--- config.mk ---
export PLATFORM = sky130hd
export DESIGN_NAME = pipeline_hazard_sequencer
export DESIGN_NICKNAME = d
export VERILOG_FILES = /design/src/rtl/pipeline_hazard_sequencer.sv
export SDC_FILE = /design/constraint.sdc
export NUM_CORES = 1
export LEC_CHECK = 0
export ABC_AREA = 1
export ABC_CLOCK_PERIOD_IN_PS = 1900
export BUFFER_PORTS_ARGS = -buffer_cell sky130_fd_sc_hd__buf_2
export CORE_ASPECT_RATIO = 2
export CORE_MARGIN = 1
export CORE_UTILIZATION = 35
export CTS_BUF_LIST = sky130_fd_sc_hd__clkbuf_4 sky130_fd_sc_hd__clkbuf_8
export DETAILED_ROUTE_END_ITERATION = 8
export PLACE_DENSITY = 0.62
export REMOVE_ABC_BUFFERS = 1
export SLEW_MARGIN = 15
export SYNTH_ARGS = -nofsm -noshare
export SYNTH_HDL_FRONTEND = slang
export SYNTH_SLANG_ARGS = --single-unit
--- constraint.sdc ---
create_clock -name clk -period 1.9 [get_ports clk]
set_clock_uncertainty 0.1 [all_clocks]
set_input_delay 0.285 -clock clk [delete_from_list [all_inputs] [get_ports clk]]
set_output_delay 0.285 -clock clk [all_outputs]
set_load 0.01 [all_outputs]
--- src/rtl/pipeline_hazard_sequencer.sv ---
// Stall/flush sequencer for the 5-stage pipeline: load-use stalls, branch flushes,
// multi-cycle mult/div occupancy of EX, and saturating stall/flush counters.
module pipeline_hazard_sequencer #(
  parameter int MULDIV_LATENCY = 4,
  parameter int CNT_WIDTH      = 16
) (
  input  logic                 clk,
  input  logic                 reset,
  input  logic                 ID_EX_MemRead,
  input  logic [4:0]           ID_EX_RegisterRt,
  input  logic [4:0]           IF_ID_RegisterRs,
  input  logic [4:0]           IF_ID_RegisterRt,
  input  logic                 in_BranchControl,
  input  logic                 IF_ID_MulDiv,
  input  logic                 clear_counters,
  output logic                 PCWrite,
  output logic                 IF_ID_Write,
  output logic                 ID_EX_Write,
  output logic                 ID_EX_Bubble,
  output logic                 EX_MEM_Bubble,
  output logic                 IF_ID_Flush,
  output logic                 busy,
  output logic [CNT_WIDTH-1:0] stall_count,
  output logic [CNT_WIDTH-1:0] flush_count
);

  localparam logic [0:0] RUN    = 1'b0;
  localparam logic [0:0] MULDIV = 1'b1;
  localparam logic [3:0] REMAIN_INIT = 4'(MULDIV_LATENCY - 1);
  localparam logic [CNT_WIDTH-1:0] CNT_MAX = '1;

  logic [0:0]           r_state;
  logic [3:0]           r_remain;
  logic [CNT_WIDTH-1:0] r_stall_count;
  logic [CNT_WIDTH-1:0] r_flush_count;

  logic w_flush;
  logic w_load_use;
  logic w_accept_muldiv;

  assign w_flush    = in_BranchControl;
  assign w_load_use = ID_EX_MemRead && (ID_EX_RegisterRt != 5'd0) &&
                      ((ID_EX_RegisterRt == IF_ID_RegisterRs) ||
                       (ID_EX_RegisterRt == IF_ID_RegisterRt));
  assign w_accept_muldiv = (r_state == RUN) && IF_ID_MulDiv && !w_flush &&
                           !w_load_use && (MULDIV_LATENCY > 1);

  // Controls are forced low while reset is held, independent of the clock.
  always_comb begin
    PCWrite       = 1'b0;
    IF_ID_Write   = 1'b0;
    ID_EX_Write   = 1'b0;
    ID_EX_Bubble  = 1'b0;
    EX_MEM_Bubble = 1'b0;
    IF_ID_Flush   = 1'b0;
    busy          = 1'b0;
    if (!reset) begin
      if (r_state == MULDIV) begin
        EX_MEM_Bubble = 1'b1;
        busy          = 1'b1;
      end else if (w_flush) begin
        PCWrite      = 1'b1;
        IF_ID_Write  = 1'b1;
        ID_EX_Write  = 1'b1;
        ID_EX_Bubble = 1'b1;
        IF_ID_Flush  = 1'b1;
      end else if (w_load_use) begin
        ID_EX_Write  = 1'b1;
        ID_EX_Bubble = 1'b1;
      end else begin
        PCWrite     = 1'b1;
        IF_ID_Write = 1'b1;
        ID_EX_Write = 1'b1;
      end
    end
  end

  always_ff @(posedge clk or posedge reset) begin
    if (reset) begin
      r_state  <= RUN;
      r_remain <= 4'd0;
    end else begin
      case (r_state)
        RUN: begin
          if (w_accept_muldiv) begin
            r_state  <= MULDIV;
            r_remain <= REMAIN_INIT;
          end
        end
        default: begin
          r_remain <= r_remain - 4'd1;
          if (r_remain == 4'd1) r_state <= RUN;
        end
      endcase
    end
  end

  // Counters saturate; a clear request overrides the increment of the same cycle.
  always_ff @(posedge clk or posedge reset) begin
    if (reset) begin
      r_stall_count <= '0;
      r_flush_count <= '0;
    end else if (clear_counters) begin
      r_stall_count <= '0;
      r_flush_count <= '0;
    end else begin
      if (!PCWrite && (r_stall_count != CNT_MAX)) r_stall_count <= r_stall_count + 1'b1;
      if (IF_ID_Flush && (r_flush_count != CNT_MAX)) r_flush_count <= r_flush_count + 1'b1;
    end
  end

  assign stall_count = r_stall_count;
  assign flush_count = r_flush_count;

endmodule

# Word-level counts from Yosys, hierarchy flattened

Index checks and enable logic that the tools add are counted.

Output and inout bits: 39
Register bits after elaboration: 37
Bits of input ports: 21
Word-level logic and storage cells: 52

Muxes and demuxes: 24
Reduce and logical (&&, ||, !) cells: 15
Bitwise logic cells: 1
Add/subtract/negate cells: 3
Equality and inequality tests: 5

Operators by type and width:

| operator                                                               | count |
|---|---|
| 16-bit two-way mux                                                     | 4 |
| 16-bit by 1-bit adder with 16-bit output (second input constant)       | 2 |
| 16-bit != test (second input constant)                                 | 2 |
| 1-bit two-way mux                                                      | 18 |
| 5-bit equality test                                                    | 2 |
| 4-bit two-way mux                                                      | 2 |
| 1-bit logical AND                                                      | 7 |
| 2-bit nonzero test                                                     | 3 |
| 5-bit nonzero test                                                     | 1 |
| 4-bit by 1-bit equality test with 1-bit output (second input constant) | 1 |
| 4-bit by 1-bit subtractor with 4-bit output (second input constant)    | 1 |
| 1-bit logical NOT                                                      | 3 |
| 1-bit logical OR                                                       | 1 |
| 1-bit inverter                                                         | 1 |

# Depth between registers and ports, before layout

Gate-level depths: netlist (run 1).

Word-level depth: 11
Mapped depth: 13
Gate-level depth less buffers: 12

# Least setup slack after synthesis (run 1)

OpenSTA, ideal clock, no wires.

Kind: reg-to-reg
From: register r_stall_count[0], in the netlist stall_count[0]
To: register r_stall_count[10], in the netlist stall_count[10]
Slack: 81 ps
Required time: 1,683 ps
Period minus slack after synthesis: 1,819 ps
Path buffers: 1
Data arrival time: 1,602 ps
Stages on the path, launching flop included: 10
Library setup time: 117 ps
Cell sequence: dfrtp_1 ha_1 nand2_1 nor2_1 nand4_1 nand3_4 nand2_4 buf_6 nand2_1 nand2_1

Word-level cells in the longest chain between the ends: 3
Elaborated cells on any way between the ends: 6
Classes of those cells: add/sub (1); eq/ne (1); mux (2); reduce/logical (2)

Ends and longest elaborated chain:

| what                                                                       | RTL line | RTL |
|---|---|---|
| start, declared                                                            | 34       | `logic [CNT_WIDTH-1:0] r_stall_count;` |
| start signal, assigned                                                     | 107      | `if (!PCWrite && (r_stall_count != CNT_MAX)) r_stall_count <= r_stall_count + 1'b1;` |
| 16-bit by 1-bit adder with 16-bit output or 16-bit != test (tied branches) | 107      |  |
| 16-bit two-way mux or 1-bit logical AND (tied branches)                    | 107      |  |
| 16-bit two-way mux or 2-bit nonzero test (tied branches)                   | n/a      |  |

Parallel ways exist; a longest one is shown, timed or not. The select of a mux whose other input is x is not followed.
A chain may end at the register's enable or synchronous reset.

# Worst setup path after layout (run 1)

From: register r_flush_count[1], in the netlist flush_count[1]
To: register r_flush_count[2], in the netlist flush_count[2]

Word-level cells in the longest chain between the ends: 3
Elaborated cells on any way between the ends: 6
Classes of those cells: add/sub (1); eq/ne (1); mux (2); reduce/logical (2)

Ends and longest elaborated chain:

| what                                                                       | RTL line | RTL |
|---|---|---|
| start, declared                                                            | 35       | `logic [CNT_WIDTH-1:0] r_flush_count;` |
| start signal, assigned                                                     | 108      | `if (IF_ID_Flush && (r_flush_count != CNT_MAX)) r_flush_count <= r_flush_count + 1'b1;` |
| 16-bit by 1-bit adder with 16-bit output or 16-bit != test (tied branches) | 108      |  |
| 16-bit two-way mux or 1-bit logical AND (tied branches)                    | 108      |  |
| 16-bit two-way mux or 2-bit nonzero test (tied branches)                   | n/a      |  |

Parallel ways exist; a longest one is shown, timed or not. The select of a mux whose other input is x is not followed.

==> results of run 1 <==
-- metal layers --
metal | vias up | global-route usage [%] | wire length (microns)
met4 | 0 | 11.2 | 229
met5 | - | 0 | 0
met3 | 15 | 3.39 | 306
met1 | 1277 | 19.0 | 2720
li1 | 1358 | - | -
met2 | 82 | 42.3 | 4330
-- worst register-to-register path, cell delays in order, from the launching register on --
cell	delay, ns
dfrtp_1	0.38
ha_2	0.21
nand3_1	0.13
inv_2	0.09
nand2_1	0.09
o21ai_4	0.30
inv_4	0.11
nand2_2	0.09
a21oi_1	0.06
o21a_1	0.11
-- area by class of cell --
class,instances,area (sq um)
sequential,37,926
multi-input combinational,279,1430
fill,779,3990
timing repair buffer,81,473
clock inverter,2,10.0
inverter,51,196
clock buffer,6,76.3
tap,92,115
-- placed cells by master, fill, tap and decap left out, drive strengths merged, types with 11 or more instances in the layout --
cell type / synthesis / final
nor2: 43 / 43
dfrtp: 37 / 37
buf: 6 / 81
nand2: 117 / 117
xor2: 17 / 17
nand3: 40 / 40
nand4: 16 / 16
o21ai: 11 / 11
inv: 51 / 51
nor3: 14 / 14
-- sequential cells by signal (all words and copies together) (netlist names) --
name,count
stall_count,16
flush_count,16
r_state,1
r_remain,4
-- worst max-delay path by stage --
stage	endpoint	slack (ns)	depth (start not counted)
after global placement	flush_count[2]	0.09	8
after global routing	stall_count[15]	0.007	7
after detailed placement	flush_count[2]	0.04	8
after CTS	flush_count[2]	0.02	8
final	flush_count[2]	0.13	9
after floorplan	stall_count[0]	0.08	8
-- metrics by stage --
step           utilization, %  setup slack [ns]  area [sq um]  total power (W)  hold WS, ns
2_1_floorplan               -            0.0764          2530          0.00137        0.283
3_3_place_gp             43.2            0.0858          3110          0.00164        0.381
3_5_place_dp             43.2            0.0354          3110          0.00165        0.386
4_1_cts                  44.4            0.0175          3200          0.00224       0.0448
5_1_grt                  44.7           0.00733          3220          0.00237       0.0864
6_report                 44.7             0.132          3220          0.00223       0.0358
-- Yosys cell counts, types with 3 or more instances --
| cell | number | share of area, % |
|---|---|---|
| nand2_1 | 113 | 16 |
| nand3_1 | 38 | 7.3 |
| inv_1 | 46 | 6.6 |
| clkbuf_1 | 3 | 0.43 |
| xor2_1 | 17 | 5.7 |
| nor3_1 | 12 | 2.3 |
| dfrtp_1 | 37 | 36 |
| o31ai_1 | 4 | 1.2 |
| nand4_1 | 15 | 3.6 |
| a21oi_1 | 4 | 0.77 |
| o21ai_0 | 10 | 1.9 |
| inv_2 | 5 | 0.72 |
| nor2_1 | 41 | 5.9 |
| ha_1 | 4 | 1.9 |
-- cell families after synthesis --
family	count (synthesis)	share of synthesized area (%)
and+or+nand+nor	233	40.5
adders and majority gates	4	1.93
AOI/OAI and AO/OA	23	5.63
xor gates and xnor gates	19	6.40
DFF	37	35.6
buffers and inverters	61	9.87
-- power by group through the flow --
stage	clock network (W)	logic, W	registers [W]
2_1_floorplan	0	0.000401	0.000966
3_3_place_gp	0	0.000694	0.000948
3_5_place_dp	0	0.000704	0.000950
4_1_cts	0.000600	0.000708	0.000934
5_1_grt	0.000625	0.000800	0.000943
6_report	0.000593	0.000707	0.000933
-- timing repair --
| action | CTS | global route |
|---|---|---|
| resized for setup | 0 | 6 |
| hold buffers | 0 | 0 |
| setup buffers | 0 | 1 |
| setup endpoints to repair | 0 | 16 |
==> impl_metrics.yaml, run 1 <==
power:
  ir_worst_vdd_mv: 0.417
  pwr-share-clk_pct: 26.6
  powerDensity_nw_per_um2: 693
  p_sw_share_pct: 37.5
  leakage_nw: 1.73
  intPower_w: 0.00140
  power.switching_w: 0.000838
  power_frac_seq_pct: 41.8
  p_comb_share_pct: 31.6
yosys:
  synth.avg_cell_area_sq_um: 6.89
  yosys_warnings: 0
  synthArstFlopShare_pct: 100
  synth.cell_area_sq_um: 2600
  synthFlopType: "dfrtp_1"
  ys_seq_elements: 37
  synthCells: 377
  ys_seq_area_share_pct: 35.6
  synth_edf_count: 0
  yosysUniqueCellTypes: 35
routing:
  drt-total-wl_mm: 7.59
  drtIter0Drc: 83
  final_antenna_net_count: 0
  vias: 2732
  wl_per_cell_microns: 13.8
  route.detailed.drc: 0
  dr.pass1.iters: 4
  avgViaCountPerCell: 4.99
sta:
  maxSlewViolCount: 0
  slew-limit-headroom_pct: 66.7
  period_needed_ns: 1.77
  fmax_ghz: 0.566
  tightestPinTransition_ns: 0.499
  finalHoldViolations: 0
  report.final.setup_viol: 0
  post-route-period-util_pct: 93.0
  grt_setup_unrepaired: "no"
  setup_tns_ns: 0
clocking:
  cts_tree: "yes"
  cts_sinks: 37
  root_buffer: "clkbuf_8"
  numCtsBuffers: 5
  htreeDepth: 2
  max-clock-path-buffers: 2
  clk_pin_slew_worst_paths_ns: 0.08
  worstSkewPairLatency_ns: 0.31
setup_path:
  crit_chain: "ha_2, nand3_1, inv_2, nand2_1, o21ai_4, inv_4, nand2_2, a21oi_1, o21a_1"
  cp_max_fo: 8
  crit_arrival_ns: 1.87
  crit_buf_inv: 2
  required_ns: 2.01
  r2r_end: "flush_count[2]"
  worst_r2r_path_depth: 9
  crit_path_max_incr_delay_ns: 0.38
  path_delay_family: "compound AO/OA/AOI/OAI gates"
  r2r_slack_ns: 0.13
  path_class: "flip-flop to flip-flop"
  startpoint: "flush_count[1]"
  cpMaxStageDelayCell: "dfrtp_1"
  r2r_start: "flush_count[1]"
  cp-start-kind: "flip-flop"
  worst_setup_path_end_kind: "flip-flop"
global_route:
  antenna_found_initial: 0
  grt_pass1_vias: 2667
  grt_pass1_wl_mm: 12.2
  grt_overflow: 0
  grt_start_max_net_pins: 38
  track_usage_pct: 20.9
floorplan:
  num_rows: 44
  die-area_sq_um: 7790
  initial_core_util_pct: 36.0
  die_x_microns: 62.9
  die_h_microns: 124
  coreArea_sq_um: 7210
  ios: 60
cells_and_area:
  area_growth_pct: 24.0
  layout.nets: 480
  layout.cells.non_filler: 548
  diodes: 0
  layout-drive-gt1-share_pct: 24.6
placement:
  globalplace.congestion: 0.862
  port_buffers: 59
  post-dp-hpwl_mm: 5.75
  dp_cells: 539
status:
  status: "complete, no violations"
run:
  drv_cap: 0
worst_hold_path:
  hold_class: "input port to async pin"
(Power assumes the default switching activity.)
==> inputs of run 2 (changes only) <==
- SETUP_SLACK_MARGIN: not set -> 0.4
==> run 2 against run 1 <==
  * Flip-flop and latch count is the same
  * Routed wire length rose by 17%
  * First-iteration DRC count grew 9.6%
  * Critical endpoint is now flush_count[7]
  * Design area up 26%
  * Worst hold slack better by 0.036 ns
  * Worst setup slack better by 0.10 ns
  * Largest cell class unchanged
==> impl_metrics.yaml, run 2 (synthesis results as in run 1) <==
global_route:
  grt_pass1_wl_mm: 13.4
  grt_start_max_net_pins: 38
  grt_pass1_vias: 2978
  track_usage_pct: 22.8
  antenna_found_initial: 0
  grt_overflow: 0
sta:
  grt_setup_unrepaired: "yes"
  report.final.setup_viol: 0
  slew-limit-headroom_pct: 65.7
  finalHoldViolations: 0
  tightestPinTransition_ns: 0.515
  period_needed_ns: 1.66
  fmax_ghz: 0.601
  setup_ws_ns: 0.237
  post-route-period-util_pct: 87.5
  setup_tns_ns: 0
  fin_hold_ws_ns: 0.0722
  maxSlewViolCount: 0
cells_and_area:
  mostFrequentLayoutCells: "nand2_1, buf_4, buf_2"
  diodes: 0
  final_area_sq_um: 4060
  layout-drive-gt1-share_pct: 45.1
  area_growth_pct: 56.0
  layout.nets: 516
  layout.cells.most_common: "nand2_1"
clocking:
  cts_sinks: 37
  worstSkewPairLatency_ns: 0.31
  hold_buffers: 0
  clk_pin_slew_worst_paths_ns: 0.08
  cts_tree: "yes"
  htreeDepth: 2
  max-clock-path-buffers: 2
  numCtsBuffers: 5
  root_buffer: "clkbuf_8"
placement:
  globalplace.congestion: 0.862
  dp_worst_setup_slack_ns: 0.0354
  port_buffers: 59
  place_area_sq_um: 3110
  post-dp-hpwl_mm: 5.75
floorplan:
  num_rows: 44
  die_h_microns: 124
  initial_core_util_pct: 36.0
  coreArea_sq_um: 7210
  die_x_microns: 62.9
  die-area_sq_um: 7790
  ios: 60
power:
  ir_worst_vdd_mv: 0.418
  finalPower_w: 0.00264
  powerDensity_nw_per_um2: 652
  leakage_nw: 2.12
routing:
  route.detailed.drc: 0
  avgViaCountPerCell: 5.13
  drt-total-wl_mm: 8.89
  wl_per_cell_microns: 15.2
  drtIter0Drc: 91
  dr.pass1.iters: 4
  final_antenna_net_count: 0
  vias: 2996
setup_path:
  cpMaxStageDelayCell: "dfrtp_1"
  required_ns: 2.02
  cp_max_fo: 8
  crit_path_max_incr_delay_ns: 0.42
  crit_buf_inv: 2
  crit_top_cell: "nand2_4"
  startpoint: "flush_count[1]"
  path_delay_family: "flip-flops"
  crit_arrival_ns: 1.79
  crit_chain: "ha_4, nand3_4, inv_4, nand2_4, o21ai_4, nand2_4, inv_6, nand2_2, o31ai_2"
  r2r_start: "flush_count[1]"
  worst_setup_path_end_kind: "flip-flop"
  cp-start-kind: "flip-flop"
  path_class: "flip-flop to flip-flop"
run:
  drv_cap: 0
worst_hold_path:
  hold_class: "input port to async pin"
status:
  status: "complete, no violations"
-- run 2: repair_timing --
action / CTS / global route
pin swaps: 46 / 35
buffers inserted: 24 / 12
resized for setup: 102 / 49
endpoints found under the setup margin: 38 / 38
gates cloned: 1 / 0
-- run 2: worst paths after layout --
| kind | slack, ns | cells after the start | endpoint |
|---|---|---|---|
| hold / removal | 0.07 | 3 | stall_count[8] |
| setup reg to reg | 0.24 | 9 | flush_count[7] |
| max in group asynchronous | 1.25 | 3 | stall_count[2] |
| hold reg to reg | 0.43 | 2 | r_remain[3] |
| min in group clk | 0.12 | 2 | r_remain[2] |
| setup / recovery | 0.24 | 9 | flush_count[7] |
-- run 2: worst register-to-register path: stages (launching register included) --
cell and delay (ns):
dfrtp_1 0.42, ha_4 0.17, nand3_4 0.08, inv_4 0.07, nand2_4 0.05, o21ai_4 0.27, nand2_4 0.16, inv_6 0.13
nand2_2 0.06, o31ai_2 0.06
-- run 2: cell type report --
class / instances / area (sq um)
timing repair buffer: 116 / 891
sequential: 37 / 935
multi-input combinational: 280 / 1820
fill: 671 / 3160
clock buffer: 6 / 76.3
inverter: 51 / 211
tap: 92 / 115
clock inverter: 2 / 10.0
-- run 2: power breakdown --
group	internal [W]	leakage, nW	total, W	switching [W]
registers	0.000865	0.493	0.000955	0.0000895
logic	0.000491	1.58	0.00110	0.000607
clock network	0.000269	0.0484	0.000591	0.000322
-- run 2: per-layer routing --
metal | GRT usage (%) | wire length [microns] | up-vias
met5 | 0 | 0 | -
met4 | 15.6 | 356 | 0
met3 | 3.94 | 303 | 31
met2 | 46.4 | 5130 | 85
met1 | 19.1 | 3100 | 1440
li1 | - | - | 1440
-- run 2: through the flow --
step	utilization [%]	std cells
after floorplan	-	367
after global placement	43.2	539
after detailed placement	43.2	539
after CTS	52.3	572
after global routing	56.2	584
final	56.2	584
==> inputs of run 3 (changes only) <==
- CTS_CLUSTER_SIZE: not set -> 20
- PLACE_DENSITY: 0.62 -> 0.64
==> run 3 against run 2 <==
  * Worst hold slack gained 0.018 ns
  * Critical path depth rose by 2
  * Via count rose by 2.8%
  * Routed wire length rose by 4.4%
  * Flip-flop and latch count did not move
  * Count of clock-buffer cells in the layout unchanged
  * Global-route usage grew 0.96 points
  * Cell count is 2.1% higher
  * Highest routed layer unchanged
  * Sequential power down 0.8%
==> impl_metrics.yaml, run 3 (synthesis results as in run 1) <==
status:
  status: "complete, no violations"
routing:
  route.detailed.drc: 0
  wl_per_cell_microns: 15.6
  avgViaCountPerCell: 5.17
  drtIter0Drc: 113
  dr.pass1.iters: 4
  vias: 3081
  final_antenna_net_count: 0
  drt-total-wl_mm: 9.27
placement:
  globalplace.congestion: 0.860
  port_buffers: 59
  dp_cells: 539
  post-dp-hpwl_mm: 5.68
  dp_worst_setup_slack_ns: 0.0631
sta:
  finalHoldViolations: 0
  period_needed_ns: 1.72
  fmax_ghz: 0.580
  setup_tns_ns: 0
  maxSlewViolCount: 0
  slew-limit-headroom_pct: 66.0
  setup_ws_ns: 0.176
  post-route-period-util_pct: 90.7
  grt_setup_unrepaired: "yes"
  tightestPinTransition_ns: 0.510
  report.final.setup_viol: 0
setup_path:
  required_ns: 2.01
  r2r_end: "flush_count[12]"
  cp-start-kind: "flip-flop"
  crit_buf_inv: 4
  crit_chain: "buf_6, ha_4, nand3_4, inv_4, nand2_4, o21ai_4, buf_12, nand2_8, clkinv_8, nand2_2, o31ai_2"
  crit_path_max_incr_delay_ns: 0.40
  worst_r2r_path_depth: 11
  path_delay_family: "buffers and inverters"
  crit_arrival_ns: 1.83
  worst_setup_path_end_kind: "flip-flop"
  path_class: "flip-flop to flip-flop"
  r2r_start: "flush_count[0]"
  cp_max_fo: 8
  cpMaxStageDelayCell: "dfrtp_1"
  r2r_slack_ns: 0.18
cells_and_area:
  layout.cells.non_filler: 596
  diodes: 0
  layout.nets: 528
  area_growth_pct: 62.1
  layout.cells.most_common: "nand2_1"
  mostFrequentLayoutCells: "nand2_1, buf_4, buf_2"
  layout-drive-gt1-share_pct: 47.6
  final_util_pct: 58.4
floorplan:
  ios: 60
  die-area_sq_um: 7790
  die_x_microns: 62.9
  initial_core_util_pct: 36.0
  die_h_microns: 124
  num_rows: 44
  coreArea_sq_um: 7210
global_route:
  grt_pass1_wl_mm: 14.3
  grt_start_max_net_pins: 38
  grt_pass1_vias: 3179
  grt_overflow: 0
  track_usage_pct: 23.8
  antenna_found_initial: 0
power:
  finalPower_w: 0.00280
  leakage_nw: 2.20
  ir_worst_vdd_mv: 0.394
  powerDensity_nw_per_um2: 665
clocking:
  cts_tree: "yes"
  htreeDepth: 2
  max-clock-path-buffers: 2
  clk_pin_slew_worst_paths_ns: 0.08
  root_buffer: "clkbuf_8"
  numCtsBuffers: 5
  worstSkewPairLatency_ns: 0.29
  cts_sinks: 37
worst_hold_path:
  hold_class: "input port to async pin"
run:
  drv_cap: 0
[run 3: cell types whose count changed in the layout (fill, tap and decap cells not counted), sizes merged]
cell / change
buf: +12
clkinvlp: +1
bufinv: +1
clkinv: -1
inv: -1
[run 3: per-layer routing]
metal  track usage [%]  wire, microns  part of all wire [%]
met4              15.4            499                   5.4
met3              3.21            365                   3.9
met2              47.0           5270                    57
met5                 0              0                     0
met1              22.0           3140                    34
[run 3: final cells by class]
cell class / instances / area, sq um
Clock inverter: 2 / 37.5
Timing Repair Buffer: 128 / 957
Fill cell: 627 / 3000
Clock buffer: 6 / 82.6
Multi-Input combinational cell: 280 / 1860
Inverter: 51 / 229
Sequential cell: 37 / 932
Tap cell: 92 / 115
[run 3: what timing repair did]
action,4_1_cts,5_1_grt
endpoints found under the hold margin,0,0
buffers inserted,33,15
hold buffers,0,0
setup endpoints to repair,38,39
gates resized for setup,103,58
gates cloned,1,0
pin swaps,43,27
[run 3: tightest hold or removal path: stages]
cell   delay (ns)
buf_2        0.15
inv_1        0.06
buf_4        0.44
[run 3: how the worst max path moves through the flow]
| stage | endpoint | slack (ns) | cells after the start | startpoint |
|---|---|---|---|---|
| after floorplan | stall_count[0] | 0.08 | 8 | stall_count[0] |
| after global placement | stall_count[3] | 0.1 | 8 | stall_count[0] |
| after detailed placement | flush_count[2] | 0.06 | 9 | flush_count[1] |
| after CTS | flush_count[3] | 0.29 | 7 | flush_count[0] |
| after global routing | flush_count[12] | 0.13 | 11 | flush_count[0] |
| final | flush_count[12] | 0.18 | 11 | flush_count[0] |
[run 3: report_power, final]
| group | internal, W | total, W | switching [W] |
|---|---|---|---|
| Clock | 0.000427 | 0.000732 | 0.000304 |
| Combinational | 0.000485 | 0.00112 | 0.000637 |
| Sequential | 0.000863 | 0.000947 | 0.0000841 |
| Total | 0.00178 | 0.00280 | 0.00103 |
[run 3: per-stage QoR]
| stage | hold slack (ns) | instance area, sq um |
|---|---|---|
| 2_1_floorplan | 0.283 | 2530 |
| 3_3_place_gp | 0.381 | 3110 |
| 3_5_place_dp | 0.385 | 3110 |
| 4_1_cts | 0.0762 | 3890 |
| 5_1_grt | 0.126 | 4210 |
| 6_report | 0.0901 | 4210 |
